--- src/rtl/axil_mem_master_if.sv ---
// rtl/axil_mem_master_if.sv - AXI-Lite bus between axil_mem_master and the memory slave
//
// Purpose: bundles the five AXI-Lite channels (AR, R, AW, W, B) used by axil_mem_master.
// Parameters: ADDR_WDTH (word address width), DATA_WDTH (data width),
//             RESP_WDTH (response width, bit 0 = OKAY flag).
// Modports:
//   master - drives ar_valid/ar_address, r_ready, aw_valid/aw_address, w_valid/w_data,
//            b_ready; receives ar_ready, r_valid/r_data/r_resp, aw_ready, w_ready,
//            b_valid/b_resp.
//   slave  - the mirror image of master.
interface axil_mem_master_if #(
    parameter int ADDR_WDTH = 4,
    parameter int DATA_WDTH = 32,
    parameter int RESP_WDTH = 1
);
    logic                 ar_valid;
    logic                 ar_ready;
    logic [ADDR_WDTH-1:0] ar_address;
    logic                 r_valid;
    logic                 r_ready;
    logic [DATA_WDTH-1:0] r_data;
    logic [RESP_WDTH-1:0] r_resp;
    logic                 aw_valid;
    logic                 aw_ready;
    logic [ADDR_WDTH-1:0] aw_address;
    logic                 w_valid;
    logic                 w_ready;
    logic [DATA_WDTH-1:0] w_data;
    logic                 b_valid;
    logic                 b_ready;
    logic [RESP_WDTH-1:0] b_resp;

    modport master (
        output ar_valid, ar_address, r_ready, aw_valid, aw_address, w_valid, w_data, b_ready,
        input  ar_ready, r_valid, r_data, r_resp, aw_ready, w_ready, b_valid, b_resp
    );

    modport slave (
        input  ar_valid, ar_address, r_ready, aw_valid, aw_address, w_valid, w_data, b_ready,
        output ar_ready, r_valid, r_data, r_resp, aw_ready, w_ready, b_valid, b_resp
    );
endinterface

--- src/rtl/axil_mem_master.sv ---
// rtl/axil_mem_master.sv - AXI-Lite master turning single-word commands into bus transactions
//
// Purpose: accepts one read/write command at a time from the sort engine, runs the
// matching AR/R or AW/W/B transaction on the memory slave, and returns the result on a
// valid/ready response port. resp bit 0 == 1 means OKAY, 0 means ERROR.
// Optional feature macro: AXIL_RETRY_EN - when defined, an ERROR response is reissued
// with the same address/data up to MAX_RETRY times before being reported.
// Ports:
//   clk, rst_n                 clock (rising edge), asynchronous active-low reset
//   cmd_valid/cmd_ready        command handshake; cmd_write, cmd_addr, cmd_wdata payload
//   rsp_valid/rsp_ready        response handshake; rsp_rdata (0 for writes), rsp_err
//   bus                        AXI-Lite master modport (axil_mem_master_if)
module axil_mem_master #(
    parameter int ADDR_WDTH = 4,
    parameter int DATA_WDTH = 32,
    parameter int RESP_WDTH = 1,
    parameter int MAX_RETRY = 3
) (
    input  logic                 clk,
    input  logic                 rst_n,
    input  logic                 cmd_valid,
    output logic                 cmd_ready,
    input  logic                 cmd_write,
    input  logic [ADDR_WDTH-1:0] cmd_addr,
    input  logic [DATA_WDTH-1:0] cmd_wdata,
    output logic                 rsp_valid,
    input  logic                 rsp_ready,
    output logic [DATA_WDTH-1:0] rsp_rdata,
    output logic                 rsp_err,
    axil_mem_master_if.master    bus
);

    typedef enum logic [2:0] {
        IDLE,
        RD_ADDR,
        RD_DATA,
        WR_ADDR_DATA,
        WR_RESP,
        DECIDE,
        RESP
    } state_t;

    state_t               state;
    logic                 wr_q;
    logic [ADDR_WDTH-1:0] addr_q;
    logic [DATA_WDTH-1:0] wdata_q;
    logic [DATA_WDTH-1:0] rdata_q;
    logic                 resp_ok_q;
    logic                 aw_done;
    logic                 w_done;

    logic                 ar_valid_q;
    logic                 r_ready_q;
    logic                 aw_valid_q;
    logic                 w_valid_q;
    logic                 b_ready_q;

    logic                 aw_hs;
    logic                 w_hs;

`ifdef AXIL_RETRY_EN
    localparam int RETRY_WDTH = (MAX_RETRY > 0) ? $clog2(MAX_RETRY + 1) : 1;
    localparam logic [RETRY_WDTH-1:0] RETRY_MAX = RETRY_WDTH'(MAX_RETRY);
    logic [RETRY_WDTH-1:0] retry_cnt;
`else
    // Without the retry feature MAX_RETRY has no effect; negative values are never legal.
    if (MAX_RETRY < 0) begin : g_max_retry_negative
    end
`endif

    assign bus.ar_valid   = ar_valid_q;
    assign bus.ar_address = addr_q;
    assign bus.r_ready    = r_ready_q;
    assign bus.aw_valid   = aw_valid_q;
    assign bus.aw_address = addr_q;
    assign bus.w_valid    = w_valid_q;
    assign bus.w_data     = wdata_q;
    assign bus.b_ready    = b_ready_q;

    assign aw_hs = aw_valid_q & bus.aw_ready;
    assign w_hs  = w_valid_q & bus.w_ready;

    always_ff @(posedge clk or negedge rst_n) begin
        if (!rst_n) begin
            state      <= IDLE;
            wr_q       <= 1'b0;
            addr_q     <= '0;
            wdata_q    <= '0;
            rdata_q    <= '0;
            resp_ok_q  <= 1'b0;
            aw_done    <= 1'b0;
            w_done     <= 1'b0;
            ar_valid_q <= 1'b0;
            r_ready_q  <= 1'b0;
            aw_valid_q <= 1'b0;
            w_valid_q  <= 1'b0;
            b_ready_q  <= 1'b0;
            cmd_ready  <= 1'b1;
            rsp_valid  <= 1'b0;
            rsp_rdata  <= '0;
            rsp_err    <= 1'b0;
`ifdef AXIL_RETRY_EN
            retry_cnt  <= '0;
`endif
        end else begin
            case (state)
                IDLE: begin
                    if (cmd_valid) begin
                        wr_q      <= cmd_write;
                        addr_q    <= cmd_addr;
                        wdata_q   <= cmd_wdata;
                        cmd_ready <= 1'b0;
`ifdef AXIL_RETRY_EN
                        retry_cnt <= '0;
`endif
                        if (cmd_write) begin
                            state      <= WR_ADDR_DATA;
                            aw_valid_q <= 1'b1;
                            w_valid_q  <= 1'b1;
                            aw_done    <= 1'b0;
                            w_done     <= 1'b0;
                        end else begin
                            state      <= RD_ADDR;
                            ar_valid_q <= 1'b1;
                        end
                    end
                end
                RD_ADDR: begin
                    if (bus.ar_ready) begin
                        ar_valid_q <= 1'b0;
                        r_ready_q  <= 1'b1;
                        state      <= RD_DATA;
                    end
                end
                RD_DATA: begin
                    if (bus.r_valid) begin
                        rdata_q   <= bus.r_data;
                        resp_ok_q <= bus.r_resp[0];
                        r_ready_q <= 1'b0;
                        state     <= DECIDE;
                    end
                end
                WR_ADDR_DATA: begin
                    // AW and W complete independently; either may finish first or both together.
                    if (aw_hs) begin
                        aw_valid_q <= 1'b0;
                        aw_done    <= 1'b1;
                    end
                    if (w_hs) begin
                        w_valid_q <= 1'b0;
                        w_done    <= 1'b1;
                    end
                    if ((aw_done || aw_hs) && (w_done || w_hs)) begin
                        b_ready_q <= 1'b1;
                        state     <= WR_RESP;
                    end
                end
                WR_RESP: begin
                    if (bus.b_valid) begin
                        resp_ok_q <= bus.b_resp[0];
                        b_ready_q <= 1'b0;
                        state     <= DECIDE;
                    end
                end
                DECIDE: begin
`ifdef AXIL_RETRY_EN
                    if (!resp_ok_q && (retry_cnt < RETRY_MAX)) begin
                        retry_cnt <= retry_cnt + 1'b1;
                        if (wr_q) begin
                            state      <= WR_ADDR_DATA;
                            aw_valid_q <= 1'b1;
                            w_valid_q  <= 1'b1;
                            aw_done    <= 1'b0;
                            w_done     <= 1'b0;
                        end else begin
                            state      <= RD_ADDR;
                            ar_valid_q <= 1'b1;
                        end
                    end else
`endif
                    begin
                        state     <= RESP;
                        rsp_valid <= 1'b1;
                        rsp_rdata <= wr_q ? '0 : rdata_q;
                        rsp_err   <= ~resp_ok_q;
                    end
                end
                RESP: begin
                    if (rsp_ready) begin
                        rsp_valid <= 1'b0;
                        rsp_rdata <= '0;
                        rsp_err   <= 1'b0;
                        cmd_ready <= 1'b1;
                        state     <= IDLE;
                    end
                end
                default: begin
                    state     <= IDLE;
                    cmd_ready <= 1'b1;
                end
            endcase
        end
    end

endmodule

--- src/flat_wrapper.sv ---
// flat-port wrapper written by rule: the top's interface ports become plain ports
module axil_mem_master_flat 
#(
    parameter int ADDR_WDTH = 4,
    parameter int DATA_WDTH = 32,
    parameter int RESP_WDTH = 1,
    parameter int MAX_RETRY = 3
)
  (clk, rst_n, cmd_valid, cmd_ready, cmd_write, cmd_addr, cmd_wdata, rsp_valid, rsp_ready, rsp_rdata, rsp_err, bus_ar_valid, bus_ar_address, bus_r_ready, bus_aw_valid, bus_aw_address, bus_w_valid, bus_w_data, bus_b_ready, bus_ar_ready, bus_r_valid, bus_r_data, bus_r_resp, bus_aw_ready, bus_w_ready, bus_b_valid, bus_b_resp);
  axil_mem_master_if #(.ADDR_WDTH(ADDR_WDTH), .DATA_WDTH(DATA_WDTH), .RESP_WDTH(RESP_WDTH)) bus_i ();
  input  logic clk;
  input  logic rst_n;
  input  logic cmd_valid;
  output logic cmd_ready;
  input  logic cmd_write;
  input  logic [ADDR_WDTH-1:0] cmd_addr;
  input  logic [DATA_WDTH-1:0] cmd_wdata;
  output logic rsp_valid;
  input  logic rsp_ready;
  output logic [DATA_WDTH-1:0] rsp_rdata;
  output logic rsp_err;
  output wire logic [$bits(bus_i.ar_valid)-1:0] bus_ar_valid;
  output wire logic [$bits(bus_i.ar_address)-1:0] bus_ar_address;
  output wire logic [$bits(bus_i.r_ready)-1:0] bus_r_ready;
  output wire logic [$bits(bus_i.aw_valid)-1:0] bus_aw_valid;
  output wire logic [$bits(bus_i.aw_address)-1:0] bus_aw_address;
  output wire logic [$bits(bus_i.w_valid)-1:0] bus_w_valid;
  output wire logic [$bits(bus_i.w_data)-1:0] bus_w_data;
  output wire logic [$bits(bus_i.b_ready)-1:0] bus_b_ready;
  input wire logic [$bits(bus_i.ar_ready)-1:0] bus_ar_ready;
  input wire logic [$bits(bus_i.r_valid)-1:0] bus_r_valid;
  input wire logic [$bits(bus_i.r_data)-1:0] bus_r_data;
  input wire logic [$bits(bus_i.r_resp)-1:0] bus_r_resp;
  input wire logic [$bits(bus_i.aw_ready)-1:0] bus_aw_ready;
  input wire logic [$bits(bus_i.w_ready)-1:0] bus_w_ready;
  input wire logic [$bits(bus_i.b_valid)-1:0] bus_b_valid;
  input wire logic [$bits(bus_i.b_resp)-1:0] bus_b_resp;
  assign bus_ar_valid = bus_i.ar_valid;
  assign bus_ar_address = bus_i.ar_address;
  assign bus_r_ready = bus_i.r_ready;
  assign bus_aw_valid = bus_i.aw_valid;
  assign bus_aw_address = bus_i.aw_address;
  assign bus_w_valid = bus_i.w_valid;
  assign bus_w_data = bus_i.w_data;
  assign bus_b_ready = bus_i.b_ready;
  assign bus_i.ar_ready = bus_ar_ready;
  assign bus_i.r_valid = bus_r_valid;
  assign bus_i.r_data = bus_r_data;
  assign bus_i.r_resp = bus_r_resp;
  assign bus_i.aw_ready = bus_aw_ready;
  assign bus_i.w_ready = bus_w_ready;
  assign bus_i.b_valid = bus_b_valid;
  assign bus_i.b_resp = bus_b_resp;
  axil_mem_master #(.ADDR_WDTH(ADDR_WDTH), .DATA_WDTH(DATA_WDTH), .RESP_WDTH(RESP_WDTH), .MAX_RETRY(MAX_RETRY)) u_core (.clk(clk), .rst_n(rst_n), .cmd_valid(cmd_valid), .cmd_ready(cmd_ready), .cmd_write(cmd_write), .cmd_addr(cmd_addr), .cmd_wdata(cmd_wdata), .rsp_valid(rsp_valid), .rsp_ready(rsp_ready), .rsp_rdata(rsp_rdata), .rsp_err(rsp_err), .bus(bus_i));
endmodule
--- config.mk ---
export PLATFORM = sky130hd
export DESIGN_NAME = axil_mem_master_flat
export DESIGN_NICKNAME = d
export VERILOG_FILES = /design/src/rtl/axil_mem_master_if.sv /design/src/rtl/axil_mem_master.sv /design/src/flat_wrapper.sv
export SDC_FILE = /design/constraint.sdc
export NUM_CORES = 1
export LEC_CHECK = 0
export CORE_MARGIN = 2
export CORE_UTILIZATION = 46
export DETAILED_ROUTE_END_ITERATION = 10
export PLACE_DENSITY = 0.76
export SYNTH_ARGS = -nofsm -noshare
export SYNTH_HDL_FRONTEND = slang
export SYNTH_SLANG_ARGS = --single-unit
--- constraint.sdc ---
create_clock -name clk -period 2.4 [get_ports clk]
set_clock_uncertainty 0.15 [all_clocks]
set_input_delay 0.36 -clock clk [delete_from_list [all_inputs] [get_ports clk]]
set_output_delay 0.36 -clock clk [all_outputs]
set_load 0.03 [all_outputs]
==> results of run 1 <==
-- sequential cells by signal, summed over array words and instances, names as in the netlist --
name and flops:
u_core.aw_done 1, u_core.bus.ar_address 4, u_core.bus.ar_valid 1, u_core.bus.aw_valid 1, u_core.bus.b_ready 1, u_core.bus.r_ready 1
u_core.bus.w_data 32, u_core.bus.w_valid 1, u_core.cmd_ready 1, u_core.rdata_q 32, u_core.resp_ok_q 1, u_core.rsp_err 1
u_core.rsp_rdata 32, u_core.rsp_valid 1, u_core.state 3, u_core.w_done 1, u_core.wr_q 1
-- logic make-up (layout without fill, tap and decap cells) --
group / after synthesis / in the layout / share of synthesized area [%]
buffers and inverters: 31 / 209 / 5.03
muxes: 68 / 68 / 18.0
and+or+nand+nor: 77 / 77 / 8.02
AOI/OAI and AO/OA: 67 / 67 / 9.26
DFF: 115 / 115 / 59.7
-- power groups by stage --
stage / Clock [W] / Sequential (W) / Combinational [W]
2_1_floorplan: 0 / 0.00447 / 0.00203
3_3_place_gp: 0 / 0.00344 / 0.00469
3_5_place_dp: 0 / 0.00350 / 0.00478
4_1_cts: 0.00250 / 0.00349 / 0.00482
5_1_grt: 0.00260 / 0.00361 / 0.00508
6_report: 0.00245 / 0.00348 / 0.00475
-- synthesized netlist by cell type --
library cell / n
dfstp_2: 1
a31oi_1: 7
o21a_1: 1
and2b_1: 1
nor4b_4: 1
nor4_1: 2
dfrtp_1: 114
mux2_4: 27
a211oi_2: 1
buf_6: 11
inv_1: 5
nor4b_1: 2
nor3b_4: 1
a31oi_4: 1
nor2_1: 8
a311oi_1: 1
a21o_1: 1
mux2_1: 18
buf_4: 6
o21ai_2: 1
clkbuf_2: 1
and4bb_1: 1
nor4_4: 1
nand3_1: 2
mux2_2: 23
a22o_1: 13
a21oi_1: 14
a32o_1: 1
o21ai_0: 8
o21bai_1: 1
inv_4: 1
buf_8: 1
nor2b_1: 2
nand2_1: 53
clkbuf_1: 1
and3b_1: 1
nor2_2: 1
a221oi_2: 1
nand2b_1: 1
buf_2: 5
o21ai_1: 16
-- metrics by stage --
stage	util (%)	cells	hold WS, ns	power, W	setup WS [ns]
4_1_cts	69.6	672	0.0316	0.0108	0.127
6_report	69.6	672	0.0601	0.0107	0.156
3_5_place_dp	63.8	639	0.0340	0.00828	0.229
2_1_floorplan	-	358	-0.0856	0.00651	0.713
3_3_place_gp	63.8	639	0.0324	0.00814	0.284
5_1_grt	69.6	672	0.0530	0.0113	0.0872
-- final cells by class --
type | count | area (sq um)
flip-flops and latches | 115 | 2880
fillers | 748 | 3110
inverters | 6 | 25.0
repair buffers | 171 | 1760
well taps | 136 | 170
clock inverters | 13 | 151
multi-input cells | 212 | 1710
clock buffers | 19 | 432
-- metal layers --
metal | track usage (%) | up-vias | part of all wire, %
met2 | 33.2 | 123 | 50
met4 | 9.30 | 0 | 2.4
li1 | - | 1585 | -
met3 | 5.52 | 22 | 5.9
met1 | 26.4 | 1705 | 42
met5 | 0 | - | 0
-- timing repair --
| action | 4_1_cts | 5_1_grt |
|---|---|---|
| endpoints found under the hold margin | 115 | 0 |
| setup endpoints to repair | 0 | 0 |
| setup buffers | 0 | 0 |
| hold buffers | 1 | 0 |
-- path summary, 6_finish.rpt --
check,startpoint,slack [ns],endpoint
max in group asynchronous,rst_n,1.51,u_core.rsp_rdata[24]$_DFFE_PN0P_
min reg2reg,u_core.rsp_rdata[23]$_DFFE_PN0P_,0.34,u_core.rsp_rdata[23]$_DFFE_PN0P_
min,rst_n,0.06,u_core.rdata_q[6]$_DFFE_PN0P_
min in group clk,bus_r_resp,0.26,u_core.resp_ok_q$_DFFE_PN0P_
max,u_core.cmd_ready$_DFFE_PN1P_,0.16,cmd_ready
max reg2reg,u_core.state[0]$_DFFE_PN0P_,0.46,u_core.resp_ok_q$_DFFE_PN0P_
==> results.toml, run 1 <==
[worst_setup_path]
start_kind = "flop"
crit_chain = "clkdlybuf4s50_1"
cp.depth = 1
critPathRequiredTime_ns = 1.89
worst-r2r-cell-count = 5
cp_max_fo = 3
critPathArrivalTime_ns = 1.73
critPathCaptureType = "primary output"
crit_family = "buffers and inverters"
cpPeakStageDelay_ns = 0.69
cp_num_buf_inv = 1
worstSetupPathType = "flop to primary output"
cpMaxStageDelayCell = "clkdlybuf4s50_1"

[floorplanning]
die_height_um = 106
start_util_pct = 47.1
ios = 160
core_area_sq_mm = 0.0102
die_w_um = 106
die_area_sq_mm = 0.0113
row_count = 37

[logic_synthesis]
synth_area_leaders = "dfrtp_1 (59%), mux2_4 (8.4%), mux2_2 (5.4%)"
yosysWarningCount = 0
syn_nets = 438
synthesis.area_sq_mm = 0.00482
synth-seq-cells = 115
syn_inst = 358
postSynthAreaPerCell_sq_um = 13.5
synth_cell_type_count = 41
synth_top_area_share_pct = 59.2
synth_top_cell_by_area = "dfrtp_1"
seq_area_frac_synth_pct = 59.7

[cts]
clock_path_buffers = 2
clk_pin_slew_ns = 0.06
htree_levels = 4
cts_tree = "built"
clk_latency_ns = 0.51
cts-resized-gates = 0
cts_buffers = 17
clock_sinks = 115
root_buffer = "clkbuf_8"

[placed_design]
dpl_cell_area_sq_mm = 0.00653
hpwl_mm = 7.30
numPortBuffers = 159
gp_congestion = 0.781

[timing]
max_freq_mhz = 446
rsz0062_at_grt = "false"
finalSetupTns_ns = 0
finalHoldViolations = 0
worst_pin_slew_ns = 0.622
min_period_ns = 2.24
slew_headroom_pct = 58.6
finalSetupViolations = 0
maxSlewViolCount = 0
post-route-period-util_pct = 93.5

[drt]
drc = 0
antenna_left = 0
viasPerCell = 5.11
avgRoutedWirePerCell_um = 15.9
initialDrtViolationCount = 150
drt-total-wl_mm = 10.7
num_vias = 3435
drt-pass1-iter-count = 5

[power]
netSwitchingFraction_pct = 37.5
clkPwrFrac_pct = 22.9
power.share.sequential_pct = 32.5
p_sw_w = 0.00401
p_comb_share_pct = 44.5
intPower_w = 0.00667
p_per_area_mw_per_mm2 = 1500
ir_worst_vdd_mv = 0.745
p_leak_nw = 3.06

[worst_hold_path]
min-delay-path-class = "input pin to asynchronous set/reset pin"

[flow_run]
max-cap-violations = 0

[grt]
grt_pass1_vias = 3717
grt_pass1_wl_mm = 18.2
antenna_found_initial = 0
grt_usage_pct = 20.7
grt-ovfl-total = 0
grt_max_degree = 64

[finish]
final_cell_mix = "clkdlybuf4s50_1 (158), dfrtp_1 (114), nand2_1 (53)"
final_common_cell = "clkdlybuf4s50_1"
fin_nets = 603
drive_above_1_share_pct = 19.4
fin_area_sq_mm = 0.00712
num_antenna_cells = 0
area_growth_pct = 47.7

[run_status]
run_status = "finished, final reports clean"
Note: power is estimated with default switching activity, not from simulation.
==> inputs of run 2 (changes only) <==
--- a/config.mk
+++ b/config.mk
@@ -5,10 +5,11 @@
 export SDC_FILE = /design/constraint.sdc
 export NUM_CORES = 1
 export LEC_CHECK = 0
+export ABC_AREA = 1
 export CORE_MARGIN = 2
 export CORE_UTILIZATION = 46
 export DETAILED_ROUTE_END_ITERATION = 10
-export PLACE_DENSITY = 0.76
+export PLACE_DENSITY = 0.77
 export SYNTH_ARGS = -nofsm -noshare
 export SYNTH_HDL_FRONTEND = slang
 export SYNTH_SLANG_ARGS = --single-unit
==> results.toml, run 2 <==
[logic_synthesis]
synth_compound_area_share_pct = 6.21
synth_cell_type_count = 27
synth_area_leaders = "dfrtp_1 (60%), nand2_1 (14%), nand3_1 (6.6%)"
yosysMostFrequentCell = "nand2_1"
synth_common_cells = "nand2_1 (179), dfrtp_1 (114), nand3_1 (63), inv_1 (45), o21ai_0 (29)"
synthMuxAreaShare_pct = 0
seq_area_frac_synth_pct = 60.5
synthAdderAreaFrac_pct = 0
syn_nets = 606
async_flop_share_pct = 100
syn_inst = 526
synthSimpleGateAreaFrac_pct = 25.0
synth-edff-count = 0
synthXorXnorAreaFrac_pct = 0
postSynthAreaPerCell_sq_um = 9.04
synth_top_cell_by_area = "dfrtp_1"
synth-seq-cells = 115
synth_top_area_share_pct = 60.0
yosysWarningCount = 0
synthesis.area_sq_mm = 0.00476
ys.flop_type = "dfrtp_1"
synth_top_family_by_area = "simple AND/OR/NAND/NOR gates"

[worst_setup_path]
critPathRequiredTime_ns = 1.89
r2r_slack_ns = 0.51
r2r_end = "u_core.bus.w_data[21]$_DFFE_PN0P_"
worstSetupPathType = "flop to primary output"
r2r-start = "u_core.state[0]$_DFFE_PN0P_"
critPathArrivalTime_ns = 1.71
cp_max_fo = 2
startpoint = "u_core.cmd_ready$_DFFE_PN1P_"
crit_chain = "clkdlybuf4s50_1"
start_kind = "flop"
cpPeakStageDelay_ns = 0.70
critPathCapture = "cmd_ready"
crit_family = "buffers and inverters"
cp.depth = 1
cp_num_buf_inv = 1
critPathCaptureType = "primary output"
worst-r2r-cell-count = 6
cpMaxStageDelayCell = "clkdlybuf4s50_1"

[cts]
root_buffer = "clkbuf_8"
htree_levels = 4
cts_setup_buffers = 0
clk_pin_slew_ns = 0.06
cts_tree = "built"
hold_buffers = 1
clock_sinks = 115
cts-resized-gates = 0
clk_latency_ns = 0.50
clock_path_buffers = 2
cts_buffers = 17

[finish]
fin_area_sq_mm = 0.00699
final_common_cell = "nand2_1"
finish.utilization_pct = 68.6
drive_above_1_share_pct = 7.50
fin_nets = 760
area_growth_pct = 47.0
final_cell_mix = "nand2_1 (179), clkdlybuf4s50_1 (158), dfrtp_1 (114)"
num_antenna_cells = 0

[timing]
worst_pin_slew_ns = 0.603
slew_headroom_pct = 59.7
finalSetupTns_ns = 0
rsz0062_at_grt = "false"
finalHoldViolations = 0
post-route-period-util_pct = 92.6
finalSetupViolations = 0
max_freq_mhz = 450
maxSlewViolCount = 0
min_period_ns = 2.22

[floorplanning]
die_height_um = 106
die_w_um = 106
row_count = 37
ios = 160
die_area_sq_mm = 0.0112
start_util_pct = 46.7
core_area_sq_mm = 0.0102

[grt]
grt-ovfl-total = 0
antenna_found_initial = 0
grt_usage_pct = 22.9
grt_pass1_vias = 4182
grt_max_degree = 64
grt_pass1_wl_mm = 20.1

[drt]
antenna_left = 0
num_vias = 4045
drt-total-wl_mm = 12.1
avgRoutedWirePerCell_um = 14.6
drt-pass1-iter-count = 5
initialDrtViolationCount = 213
drc = 0
viasPerCell = 4.88

[worst_hold_path]
min-delay-path-class = "input pin to asynchronous set/reset pin"

[placed_design]
hpwl_mm = 8.37
gp_congestion = 0.861
dpl_cell_area_sq_mm = 0.00637
numPortBuffers = 159

[run_status]
run_status = "finished, final reports clean"

[power]
ir_worst_vdd_mv = 0.705
p_leak_nw = 3.48
p_per_area_mw_per_mm2 = 1490

[flow_run]
max-cap-violations = 0
[run 2: per-layer routing]
metal | track usage (%) | part of all wire (%) | vias up
met4 | 11.2 | 2.5 | 0
met5 | 0 | 0 | -
li1 | - | - | 1958
met1 | 28.1 | 41 | 1949
met3 | 4.14 | 3.6 | 25
met2 | 39.0 | 53 | 113
[run 2: worst min-delay path by stage]
stage / startpoint / end / slack (ns)
after detailed placement: rst_n / u_core.rsp_rdata[20]$_DFFE_PN0P_ / 0.19
after CTS: rst_n / u_core.rsp_rdata[20]$_DFFE_PN0P_ / 0.20
after floorplan: rst_n / u_core.aw_done$_DFFE_PN0P_ / -0.09
after global routing: rst_n / u_core.rsp_rdata[20]$_DFFE_PN0P_ / 0.22
final: rst_n / u_core.rsp_rdata[18]$_DFFE_PN0P_ / 0.19
after global placement: rst_n / u_core.rsp_rdata[20]$_DFFE_PN0P_ / 0.18
[run 2: cell type report]
class	count	area (sq um)
fillers	807	3190
flip-flops and latches	115	2880
repair buffers	166	1670
multi-input cells	332	1490
clock buffers	22	453
inverters	48	180
well taps	136	170
clock inverters	10	155
[run 2: logic make-up after synthesis]
kind of cell | Yosys count
AND/OR/NAND/NOR | 275
AO/OA/AOI/OAI | 57
flip-flops | 115
buffers and inverters | 79
[run 2: power by group]
group | internal [W] | switching [W]
clock | 0.00173 | 0.000841
sequential | 0.00283 | 0.000560
combinational | 0.00172 | 0.00272
[run 2: per-stage QoR]
step	total power [W]	setup WS (ns)	hold WS [ns]	instances
CTS	0.0105	0.154	0.205	829
floorplan	0.00612	0.943	-0.0856	526
global route	0.0110	0.147	0.220	829
global placement	0.00770	0.581	0.183	796
detailed placement	0.00785	0.525	0.191	796
finish	0.0104	0.177	0.193	829
